## config.mk

```make
export PLATFORM = sky130hd
export DESIGN_NAME = output_requant_drain
export DESIGN_NICKNAME = d
export VERILOG_FILES = /design/src/rtl/conv_pkg.sv /design/src/rtl/requant_fifo.sv /design/src/rtl/output_requant_drain.sv
export SDC_FILE = /design/constraint.sdc
export NUM_CORES = 1
export LEC_CHECK = 0
export CORE_ASPECT_RATIO = 1.5
export CORE_MARGIN = 5
export CORE_UTILIZATION = 59
export DETAILED_ROUTE_END_ITERATION = 10
export GPL_TIMING_DRIVEN = 0
export PLACE_DENSITY = 0.8
export SLEW_MARGIN = 10
export SYNTH_ARGS = -nofsm -noshare
export SYNTH_HDL_FRONTEND = slang
export SYNTH_SLANG_ARGS = --single-unit
```

## constraint.sdc

```tcl
create_clock -name clk -period 4.39 [get_ports clk]
set_clock_uncertainty 0.05 [all_clocks]
set_input_delay 1.0975 -clock clk [delete_from_list [all_inputs] [get_ports clk]]
set_output_delay 1.0975 -clock clk [all_outputs]
set_load 0.005 [all_outputs]
```

## src/rtl/conv_pkg.sv

```systemverilog
// Shared constants and FSM state type for the convolution output path.
package conv_pkg;
    localparam int ACC_W   = 24;
    localparam int ADDR_W  = 13;
    localparam int OUT_W   = 8;
    localparam int SAT_MAX = 127;
    localparam int SAT_MIN = -128;

    typedef enum logic [1:0] {IDLE, RUN, DRAIN, DONE} state_t;
endpackage

```

## src/rtl/requant_fifo.sv

```systemverilog
// Show-ahead synchronous FIFO; a push into a full FIFO is accepted when a pop frees a slot that same cycle.
module requant_fifo #(
    parameter int WIDTH = 22,
    parameter int DEPTH = 8,
    localparam int PTR_W = $clog2(DEPTH),
    localparam int CNT_W = PTR_W + 1
) (
    input  logic             clk,
    input  logic             rst,
    input  logic             push,
    input  logic [WIDTH-1:0] push_data,
    input  logic             pop,
    output logic [WIDTH-1:0] pop_data,
    output logic             full,
    output logic             empty,
    output logic [CNT_W-1:0] count
);
    logic [WIDTH-1:0] r_mem [DEPTH];
    logic [PTR_W-1:0] r_wr_ptr;
    logic [PTR_W-1:0] r_rd_ptr;
    logic [CNT_W-1:0] r_count;
    logic             w_do_push;
    logic             w_do_pop;

    assign empty     = (r_count == '0);
    assign full      = (r_count == CNT_W'(DEPTH));
    assign count     = r_count;
    assign pop_data  = r_mem[r_rd_ptr];
    assign w_do_pop  = pop && !empty;
    assign w_do_push = push && (!full || w_do_pop);

    always_ff @(posedge clk) begin
        if (rst) begin
            r_wr_ptr <= '0;
            r_rd_ptr <= '0;
            r_count  <= '0;
        end else begin
            if (w_do_push) r_wr_ptr <= r_wr_ptr + PTR_W'(1);
            if (w_do_pop)  r_rd_ptr <= r_rd_ptr + PTR_W'(1);
            case ({w_do_push, w_do_pop})
                2'b10:   r_count <= r_count + CNT_W'(1);
                2'b01:   r_count <= r_count - CNT_W'(1);
                default: ;
            endcase
        end
    end

    always_ff @(posedge clk) begin
        if (w_do_push) r_mem[r_wr_ptr] <= push_data;
    end
endmodule

```

## src/rtl/output_requant_drain.sv

```systemverilog
// Drains the accumulation buffer through bias add, arithmetic shift and int8 saturation into a FIFO.
// Build option: define OUTPUT_RELU_EN to clamp negative biased sums to zero before the shift.
module output_requant_drain #(
    parameter int ADDR_W     = conv_pkg::ADDR_W,
    parameter int ACC_W      = conv_pkg::ACC_W,
    parameter int FIFO_DEPTH = 8
) (
    input  logic                             clk,
    input  logic                             rst,
    input  logic                             start,
    input  logic [ADDR_W:0]                  num_pixels,
    input  logic signed [ACC_W-1:0]          bias,
    input  logic [4:0]                       shift,
    output logic                             rd_en,
    output logic [ADDR_W-1:0]                rd_addr,
    input  logic signed [ACC_W-1:0]          rd_data,
    output logic                             out_valid,
    input  logic                             out_ready,
    output logic signed [conv_pkg::OUT_W-1:0] out_data,
    output logic [ADDR_W-1:0]                out_addr,
    output logic                             out_last,
    output logic                             busy,
    output logic                             done
);
    import conv_pkg::*;

    localparam int CNT_W = $clog2(FIFO_DEPTH) + 1;
    localparam int SUM_W = ACC_W + 1;
    localparam int ENT_W = OUT_W + ADDR_W + 1;
    localparam logic signed [SUM_W-1:0] SUM_MAX = SUM_W'(SAT_MAX);
    localparam logic signed [SUM_W-1:0] SUM_MIN = SUM_W'(SAT_MIN);

    function automatic logic signed [SUM_W-1:0] f_sext(input logic signed [ACC_W-1:0] v);
        return {v[ACC_W-1], v};
    endfunction

`ifdef OUTPUT_RELU_EN
    function automatic logic signed [SUM_W-1:0] f_relu(input logic signed [SUM_W-1:0] v);
        return (v < 0) ? '0 : v;
    endfunction
`endif

    function automatic logic signed [OUT_W-1:0] f_requant(input logic signed [SUM_W-1:0] v,
                                                         input logic [4:0]              sh);
        logic signed [SUM_W-1:0] s;
        s = v >>> sh;
        if (s > SUM_MAX)      return OUT_W'(SAT_MAX);
        else if (s < SUM_MIN) return OUT_W'(SAT_MIN);
        else                  return s[OUT_W-1:0];
    endfunction

    state_t                  r_state;
    state_t                  w_state_nx;
    logic [ADDR_W:0]         r_num;
    logic [ADDR_W:0]         r_rd_cnt;
    logic [CNT_W-1:0]        r_inflight;
    logic signed [ACC_W-1:0] r_bias;
    logic [4:0]              r_shift;
    logic                    w_accept;
    logic                    w_credit;
    logic                    w_rd_last;
    logic                    w_push;
    logic                    w_pop;
    logic                    w_full;
    logic                    w_empty;
    logic [CNT_W-1:0]        w_fifo_cnt;
    logic [ENT_W-1:0]        w_push_data;
    logic [ENT_W-1:0]        w_head;

    logic                    r_vld_p0, r_vld_p1, r_vld_p2;
    logic [ADDR_W-1:0]       r_addr_p0, r_addr_p1, r_addr_p2;
    logic                    r_last_p0, r_last_p1, r_last_p2;
    logic signed [ACC_W-1:0] r_acc_p1;
    logic signed [SUM_W-1:0] r_sum_p2;
    logic signed [SUM_W-1:0] w_sum_p1;

    assign w_accept  = (r_state == IDLE) && start;
    assign w_rd_last = (r_rd_cnt == r_num - (ADDR_W+1)'(1));
    // Reads in flight plus FIFO occupancy bounds the FIFO, so a stalled sink can never overflow it.
    assign w_credit  = !w_full &&
                       (({1'b0, r_inflight} + {1'b0, w_fifo_cnt}) < (CNT_W+1)'(FIFO_DEPTH));
    assign rd_addr   = r_rd_cnt[ADDR_W-1:0];
    assign busy      = (r_state != IDLE);
    assign done      = (r_state == DONE);

    always_comb begin
        w_state_nx = r_state;
        rd_en      = 1'b0;
        case (r_state)
            IDLE:  if (start) w_state_nx = (num_pixels == '0) ? DONE : RUN;
            RUN: begin
                rd_en = w_credit;
                if (w_credit && w_rd_last) w_state_nx = DRAIN;
            end
            DRAIN: if (out_valid && out_ready && out_last) w_state_nx = DONE;
            DONE:  w_state_nx = IDLE;
            default: w_state_nx = IDLE;
        endcase
    end

    always_ff @(posedge clk) begin
        if (rst) begin
            r_state    <= IDLE;
            r_num      <= '0;
            r_rd_cnt   <= '0;
            r_inflight <= '0;
            r_vld_p0   <= 1'b0;
            r_vld_p1   <= 1'b0;
            r_vld_p2   <= 1'b0;
        end else begin
            r_state  <= w_state_nx;
            r_vld_p0 <= rd_en;
            r_vld_p1 <= r_vld_p0;
            r_vld_p2 <= r_vld_p1;
            if (w_accept) begin
                r_num    <= num_pixels;
                r_rd_cnt <= '0;
            end else if (rd_en) begin
                r_rd_cnt <= r_rd_cnt + (ADDR_W+1)'(1);
            end
            case ({rd_en, w_push})
                2'b10:   r_inflight <= r_inflight + CNT_W'(1);
                2'b01:   r_inflight <= r_inflight - CNT_W'(1);
                default: ;
            endcase
        end
    end

    assign w_sum_p1 = f_sext(r_acc_p1) + f_sext(r_bias);

    always_ff @(posedge clk) begin
        if (w_accept) begin
            r_bias  <= bias;
            r_shift <= shift;
        end
        // p0: address of the read whose data arrives next cycle
        r_addr_p0 <= rd_addr;
        r_last_p0 <= w_rd_last;
        // p1: capture buffer data
        r_acc_p1  <= rd_data;
        r_addr_p1 <= r_addr_p0;
        r_last_p1 <= r_last_p0;
        // p2: widened bias add
`ifdef OUTPUT_RELU_EN
        r_sum_p2  <= f_relu(w_sum_p1);
`else
        r_sum_p2  <= w_sum_p1;
`endif
        r_addr_p2 <= r_addr_p1;
        r_last_p2 <= r_last_p1;
    end

    // p3: shift, saturate and push into the FIFO
    assign w_push      = r_vld_p2;
    assign w_push_data = {f_requant(r_sum_p2, r_shift), r_addr_p2, r_last_p2};
    assign w_pop       = out_valid && out_ready;

    requant_fifo #(
        .WIDTH (ENT_W),
        .DEPTH (FIFO_DEPTH)
    ) u_fifo (
        .clk       (clk),
        .rst       (rst),
        .push      (w_push),
        .push_data (w_push_data),
        .pop       (w_pop),
        .pop_data  (w_head),
        .full      (w_full),
        .empty     (w_empty),
        .count     (w_fifo_cnt)
    );

    assign out_valid = !w_empty;
    assign out_data  = w_head[ENT_W-1 -: OUT_W];
    assign out_addr  = w_head[ADDR_W:1];
    assign out_last  = !w_empty && w_head[0];
endmodule
```

[After elaboration in Yosys (flattened, before gate mapping)]
Memories as Yosys holds them, arrays and structs flattened. A register that Yosys moved wholly into a read port is not among the register bits.
Index checks and enable logic that the tools add are counted.
Storage, ports and cells
  bits in registers: 167
  bits in latches: 0
  RAM bits: 176
  bits in read-only memories: 0
  bits of input ports: 71
  output and inout bits: 39
  logic and storage cells: 80
  memories: 1
Memories
  u_fifo.r_mem: words 8, width 22, rd ports 1, clocked after memory_dff 1, write ports 1, RTL line requant_fifo.sv:18  | logic [WIDTH-1:0] r_mem [DEPTH];
Cells by class
  add/sub/neg operators: 10
  multipliers: 0
  divide/modulo/power cells: 0
  magnitude comparators: 3
  equal/unequal tests: 12
  shift operators: 1
  mux-type cells: 14
  bitwise gates (word level): 0
  reduce and logical (&&, ||, !) cells: 19
Operators with widths (count)
  $add 24x24->25: 1
  $gt 25x8->1 const B: 1
  $lt 25x8->1 const B: 1
  $sshr 25x5->25: 1
  $mux 8: 2
  $pmux 4 s2: 2
  $add 14x1->14 const B: 1
  $eq 14x14->1: 1
  $logic_not 14->1: 1
  $sub 14x1->14 const B: 1
  $add 4x1->4 const B: 2
  $eq 2x2->1 const B: 4
  $logic_and 1x1->1: 8
  $mux 2: 4
  $pmux 2 s4: 1
  $sub 4x1->4 const B: 2
  $add 3x1->3 const B: 2
  $eq 2x1->1 const B: 3
  $mux 3: 2
  $ne 2x2->1 const B: 3
  $reduce_bool 2->1: 3
  $add 4x4->5: 1
  $lt 5x4->1 const B: 1
  $eq 4x4->1 const B: 1
  other kinds (7): 10

[Depth between registers and ports, before layout]
  word-level depth: 8
  depth in mapped cells: 12
  mapped depth without buffers: 12

[Cells and area by module]
A second synthesis with hierarchy kept.
Second synthesis, totals
  cell total of the unflattened synthesis: 1078
  area, all modules: 15137.0 um^2
By module, submodules not included
  output_requant_drain: instances 1, cells each 741, area each 7623.6 um^2, sequential area each 3433.3 um^2
  requant_fifo: instances 1, cells each 337, area each 7513.5 um^2, sequential area each 5545.3 um^2

[Worst setup path before layout]
No wires, ideal clock.
  path kind: input to register
  from: in out_ready
  to: mem u_fifo.r_mem[0][0], enable pin
  library setup time: 429 ps
  arrival: 2944 ps
  required time: 3911 ps
  slack: 967 ps
  cell stages on the path: 3
  buffers on the path: 0
  cell sequence: o21a_1 > nand2b_1 > nor3_1
On the way
  longest elaborated chain between the ends: 6
Ends and longest elaborated chain
  from (decl): RTL line output_requant_drain.sv:18  | input logic out_ready,
  $logic_and 1x1->1: RTL line output_requant_drain.sv:156  | assign w_pop = out_valid && out_ready;
  $logic_and 1x1->1: RTL line requant_fifo.sv:29  | assign w_do_pop = pop && !empty;
  $logic_or 1x1->1: RTL line requant_fifo.sv:30  | assign w_do_push = push && (!full || w_do_pop);
  $logic_and 1x1->1: RTL line requant_fifo.sv:30
  $mux 1: RTL line requant_fifo.sv:49  | if (w_do_push) r_mem[r_wr_ptr] <= push_data;
  $mux 1 (implied by the code): RTL line requant_fifo.sv:49
  to (decl): RTL line requant_fifo.sv:18
No other way between the ends.

==> results list <==
- Outcome: completed
- Prevailing post-synth register cell: sky130_fd_sc_hd__edfxtp_1
- For this run, the total global-route usage over all layers was measured as a little over a fifth.
* Remaining DRCs: 0
* H-tree depth: 1
- Counting every net in the synthesized netlist gives approximately 1200.
* Shortest period the worst path allows: between 4 and 5 ns
- The worst register-to-register path begins at r_shift[0].
* Area occupied by multi-input gates: 5520 um^2
- The floorplan step defined a core boundary enclosing 25000 um^2.
- For the pin with the worst max-slew slack, the measured transition is 0.956 ns.
- The worst hold path belongs to the class flip-flop to flip-flop.
- In this run, flip-flops and latches consume 45.0% of the power.
* CTS tree: done
- Data on the critical path is required at its endpoint by roughly 3.2 ns.
- The die covers 28500 um^2.
- Count of nets left with antenna violations after detail routing: 0
- The number of global-route vias before repair was between 9000 and 10000.
- Die span in y: 204 um
* Detailed placer's ending HPWL: 20700 um
- Number of synthesized flops with an enable pin: 205
- From left edge to right edge, the die measures 140 um.
* Final-report setup violation count: 0
- Pleak: 6.08 nW
- Number of antenna violations at the first check in global routing: 0
- Setup repair after global routing left no endpoint under its margin.
- Count of fill cells added during filler insertion: 1670
* Via density: 5.80
- Library cell occupying the most area in the post-synthesis netlist: sky130_fd_sc_hd__edfxtp_1
- Length in cells of the worst reg-to-reg path: 9
- The first TritonRoute pass finished after 5 iterations.
- Count of boundary I/O pins: 110
- The tree is rooted in a sky130_fd_sc_hd__clkbuf_16.
* Ratio of cells with drive above 1 in the final layout: 15.8%
- Share of synthesized area occupied by flip-flops and latches: 60.4%
- The count of buffers added on input and output ports is 108.
- Clock tree synthesis inserted a total of 31 buffers.
* PostCTS Resize Cnt: 4
- STA puts the critical path data arrival time at 3.06 ns.
- The total overflow left after global routing is 0.
- The worst setup path is launched from a flip-flop.
* Number of standard-cell rows in the floorplan: 71
- Total Nets Final: between 1000 and 1500
- Yosys warns: 0
- In this run the biggest area consumer among cell types represents 41.4% of the synthesized area.
* Quantity of hold-fixing buffers added after cts: 0
- For this run, the top clock speed supported by timing is approximately 240 MHz.
- Area growth from synthesis to layout: 17.4%
* Endpoint of the worst-slack reg-to-reg timing path: u_fifo.r_mem[4][17]
- Net switching is between 20 and 30% of the power.
* Area post-placement: approximately 16000 um^2
* Final number of hold-violating endpoints: 0
- The longest clock path from root to sink contains 3 buffers.
- The number of pins with negative max-slew slack in the final report was 0.
* End point of the critical path: out_addr[4]
* Sum of routed wire length over all layers: 30100 um
- Yosys instantiated no cell more often than sky130_fd_sc_hd__edfxtp_1.
- Across the whole layout, storage elements account for 8980 um^2.
- For flop-to-flop paths, the worst setup slack is ~0.65 ns.
- The synthesized netlist occupies a cell area of 14900 um^2.
- The share of total power dissipated in the clock network is 29.5%.
* Top area cells in the synthesized netlist: sky130_fd_sc_hd__edfxtp_1, sky130_fd_sc_hd__dfxtp_1, sky130_fd_sc_hd__mux4_2
- Fraction of registers with async set/reset: 0%
- Maximum number of pins on one net before global-route repair: 39
- The critical path is of the flip-flop to primary output type.
* Synthesized area per cell: 13.8 um^2
- Total vias in the final route: 9134
* Cell count after synthesis: 1079
- Critical path capture point type: primary output
* Peak ir drop on the vdd network: 0.513 mV
- Of the available clock period, the critical path in the final layout requires roughly 96%.
- Leaving out filler cells and counting taps, the final layout contains 1576.
* Starting Density: 59.5%
* Total of flip-flops plus latches after synthesis: 346
- Number of placed cells counting well taps: 1519
* Logic gate share of total power: 25.5%
* Final weighted congestion in routability-driven placement: 0.886
- Net Switching: 2.53 mW
- Walking the worst path, the cells encountered are buf_1 -> clkbuf_1 -> mux4_2 -> mux2_2 -> clkdlybuf4s50_1.
- Total non-filler cell area in the finished layout: ~17000 um^2
* Worst stage delay on the critical path: 0.66 ns
* Global-route wire length before repair: 48800 um
- Number of antenna diodes: 0
* Power Dens Cells: 508 nW/um^2
* Clock net sink count: ~350
- Relative slew slack: 35.6%
- Leading post-synthesis cells by instance count: sky130_fd_sc_hd__edfxtp_1, sky130_fd_sc_hd__dfxtp_1, sky130_fd_sc_hd__nand2_1, sky130_fd_sc_hd__nor2_1, sky130_fd_sc_hd__mux4_2
* Count of maximum capacitance violations: 0
* Iteration-0 DRC Markers: 487
- Yosys mapped the design onto 75 distinct sky130hd cell types.
- The internal portion of the total power is around 6.3 mW.
- Critical-path top delay cell: sky130_fd_sc_hd__clkbuf_1
* Latest clock arrival within the worst-skew pair: 0.55 ns
- Number of post-CTS setup repair buffers: 0
- Of all nets on the critical path, the largest fanout is 10.
- Clock-pin slew reported for the worst setup and hold paths after clock tree synthesis: roughly 0.070 ns
- WL per Instance: around 19 um
==> layer usage <==
metal / routed length, um / vias up / GRT usage, %
met5: 0 / - / 0
met4: 704 / 0 / 5.68
met3: 1390 / 43 / 2.67
met2: 16700 / 247 / 40.7
met1: 11300 / 4503 / 25.2
li1: - / 4341 / -
==> final cells by class <==
class	instances	area share [%]
inverters	32	0.689
multi-input cells	641	31.6
clock inverters	20	1.13
clock buffers	37	4.58
well taps	328	2.35
plain buffers	60	1.72
flip-flops and latches	346	51.5
repair buffers	112	6.41
==> cells in the final DEF, fill, tap and decap left out, types with 5 or more instances in the layout <==
master / synthesis / final
sky130_fd_sc_hd__a211oi_1: 10 / 10
sky130_fd_sc_hd__a21o_1: 8 / 8
sky130_fd_sc_hd__a21oi_1: 60 / 60
sky130_fd_sc_hd__a31oi_1: 8 / 8
sky130_fd_sc_hd__and2_1: 5 / 5
sky130_fd_sc_hd__buf_2: 9 / 12
sky130_fd_sc_hd__buf_4: 13 / 15
sky130_fd_sc_hd__clkbuf_1: 31 / 33
sky130_fd_sc_hd__clkbuf_16: 0 / 31
sky130_fd_sc_hd__clkdlybuf4s50_1: 0 / 108
sky130_fd_sc_hd__clkinv_1: 2 / 5
sky130_fd_sc_hd__clkinv_2: 0 / 8
sky130_fd_sc_hd__dfxtp_1: 141 / 141
sky130_fd_sc_hd__edfxtp_1: 205 / 205
sky130_fd_sc_hd__ha_1: 42 / 42
sky130_fd_sc_hd__inv_1: 30 / 30
sky130_fd_sc_hd__mux2_2: 26 / 26
sky130_fd_sc_hd__mux2i_1: 24 / 24
sky130_fd_sc_hd__mux4_2: 68 / 68
sky130_fd_sc_hd__nand2_1: 84 / 84
sky130_fd_sc_hd__nand2b_1: 7 / 7
sky130_fd_sc_hd__nand3_1: 16 / 16
sky130_fd_sc_hd__nand4_1: 8 / 8
sky130_fd_sc_hd__nor2_1: 74 / 68
sky130_fd_sc_hd__nor2_4: 0 / 6
sky130_fd_sc_hd__nor2b_1: 9 / 9
sky130_fd_sc_hd__nor3_1: 15 / 13
sky130_fd_sc_hd__o211ai_1: 9 / 9
sky130_fd_sc_hd__o21a_1: 5 / 5
sky130_fd_sc_hd__o21ai_0: 39 / 39
sky130_fd_sc_hd__or3_1: 5 / 5
sky130_fd_sc_hd__xnor2_1: 31 / 31
sky130_fd_sc_hd__xor2_1: 20 / 20
==> sequential cells by signal (all words and copies together) (netlist names), 2 cells and up, named ones only <==
name,count
r_rd_cnt,14
u_fifo.count,4
r_addr_p1,13
r_acc_p1,24
u_fifo.r_rd_ptr,3
r_shift,5
r_state,2
u_fifo.r_wr_ptr,3
u_fifo.r_mem,176
r_addr_p2,13
r_sum_p2,25
r_bias,24
r_addr_p0,13
r_num,14
r_inflight,4
==> power by group through the flow <==
stage                     Combinational, mW  Sequential, mW  Clock (mW)
after floorplan                        1.69            3.98           0
after global placement                 2.19            4.05           0
after detailed placement               2.23            4.06           0
after CTS                              2.25            3.99        2.66
after global routing                   2.50            4.02        2.81
final                                  2.26            3.99        2.61
==> worst min-delay path by stage <==
stage	startpoint	end	slack, ns	depth (start not counted)
6_report	r_addr_p0[0]	r_addr_p1[0]	0.27	0
3_3_place_gp	r_addr_p0[4]	r_addr_p1[4]	0.26	0
4_1_cts	r_addr_p0[0]	r_addr_p1[0]	0.28	0
3_5_place_dp	r_addr_p0[4]	r_addr_p1[4]	0.26	0
5_1_grt	r_addr_p1[7]	r_addr_p2[7]	0.28	0
2_1_floorplan	r_addr_p0[0]	r_addr_p1[0]	0.26	0
==> critical path, delay by kind of cell, from the launching register on <==
kind / cells / cell delay (ns)
buf+inv: 3 / 1.47
mux: 2 / 0.71
flops: 1 / 0.32
==> through the flow <==
stage / setup slack [ns] / setup TNS [ns] / total power [mW] / util [%] / hold WS, ns
2_1_floorplan: 0.967 / 0 / 5.68 / - / 0.260
3_3_place_gp: -1.06 / -44.93 / 6.24 / 65.5 / 0.260
3_5_place_dp: 0.308 / 0 / 6.28 / 65.9 / 0.262
4_1_cts: 0.111 / 0 / 8.89 / 69.9 / 0.277
5_1_grt: 0.00437 / 0 / 9.33 / 69.9 / 0.283
6_report: 0.187 / 0 / 8.85 / 69.9 / 0.272
==> cell families after synthesis <==
logic type	after synthesis	share of synthesized area (%)
buffers and inverters	92	2.79
xor gates and xnor gates	51	3.01
AOI/OAI and AO/OA	180	7.97
muxes	118	13.9
DFF	346	60.4
adders and majority gates	45	3.94
and+or+nand+nor	247	7.95
Power figures use the tool's default switching activity.
==> RTL edit, RTL diff (same flow settings) <==
The package constant `ACC_W` goes from 24 to 48.
--- a/src/rtl/conv_pkg.sv
+++ b/src/rtl/conv_pkg.sv
@@ -1,6 +1,6 @@
 // Shared constants and FSM state type for the convolution output path.
 package conv_pkg;
-    localparam int ACC_W   = 24;
+    localparam int ACC_W   = 48;
     localparam int ADDR_W  = 13;
     localparam int OUT_W   = 8;
     localparam int SAT_MAX = 127;
Ports: changed (resized bias and rd_data); port bits go from 110 to 158. No check against the original RTL was run, so the function may have changed too.
==> RTL edit against the original RTL <==
Design area up 38%. Synthesized area up 38%. Maximum frequency down 0.93%. Sequential cell count up 72. Routed wire length up 65%. Sequential share of layout area down 7.0 points. Worst setup slack worse by 0.039 ns. Total power up 52%.
==> RTL edit: results <==
metrics = {
    "grt": {
        "grt_pass1_vias": 14800,
        "grt_pass1_wl_um": 79100,
    },
    "logic_synthesis": {
        "synth_cells": 1672,
        "synth-xor-area-share_pct": 3.29,
        "synth_edf_count": 229,
        "syn-num-nets": 1859,
        "synthTopCellsByArea": "edfxtp_1, dfxtp_1, mux4_2, ha_1, mux2i_1",
    },
    "power_and_ir_drop": {
        "vdd_drop_max_mv": 0.424,
        "p_int_mw": 8.82,
    },
    "status": {
        "status": "completed",
    },
    "setup_path": {
        "r2r_cells": 11,
        "ff2ff_setup_slack_ns": 0.15,
        "crit_arrival_ns": 4.46,
        "slowest_delay_ns": 0.57,
    },
    "worst_hold_path": {
        "whs_endpoint": "r_addr_p2[1]$_DFF_P_",
    },
    "cells_and_area": {
        "layout.cells.non_filler": 2328,
        "final_nets": 2059,
        "fillers": 2419,
    },
    "cts": {
        "cts_max_level": 2,
        "cts_buffers": 39,
    },
    "routing": {
        "num_vias": 14300,
        "wirelength_um": 49800,
        "firstDrtPassIters": 6,
    },
    "timing": {
        "worst_slew_pin_slew_ns": 0.999,
        "period_share_pct": 96.6,
    },
    "placement": {
        "gp_congestion": 0.994,
    },
}
[RTL edit: cells by family after synthesis]
kind of cell,count (synthesis)
and+or+nand+nor,424
AOI/OAI and AO/OA,326
adders and majority gates,68
DFF,418
muxes,205
buffers and inverters,154
xor gates and xnor gates,77
[RTL edit: layout make-up]
cell class / instances / share of cell area (%)
multi-input combinational: 1100 / 38.2
buffer: 106 / 2.40
tap: 425 / 2.22
clock buffer: 52 / 4.62
timing repair buffer: 161 / 6.73
inverter: 46 / 0.720
clock inverter: 20 / 0.647
sequential: 418 / 44.4
[RTL edit: per-stage QoR]
step / hold slack [ns] / power (mW) / setup TNS [ns] / cell area, µm²
2_1_floorplan: 0.260 / 8.58 / 0 / 20500
3_3_place_gp: 0.260 / 10.0 / -118.69 / 22600
3_5_place_dp: 0.262 / 10.1 / -4.59 / 22700
4_1_cts: 0.276 / 13.4 / 0 / 24000
5_1_grt: 0.280 / 14.1 / -0.374 / 24000
6_report: 0.276 / 13.4 / 0 / 24000
[RTL edit: per-layer routing]
layer	track usage [%]	wire length, µm
met2	48.8	27000
met5	0	0
met4	10.0	2040
met1	29.5	18100
met3	3.51	2750
[RTL edit: power by group through the flow]
| stage | logic (mW) | registers [mW] | clock network [mW] |
|---|---|---|---|
| 2_1_floorplan | 3.56 | 5.03 | 0 |
| 3_3_place_gp | 4.84 | 5.20 | 0 |
| 3_5_place_dp | 4.91 | 5.20 | 0 |
| 4_1_cts | 4.95 | 5.12 | 3.35 |
| 5_1_grt | 5.42 | 5.20 | 3.51 |
| 6_report | 5.03 | 5.14 | 3.27 |
[RTL edit: timing repair]
action	CTS	global route
setup endpoints to repair	77	77
pin swaps	0	0
gates resized for setup	6	23
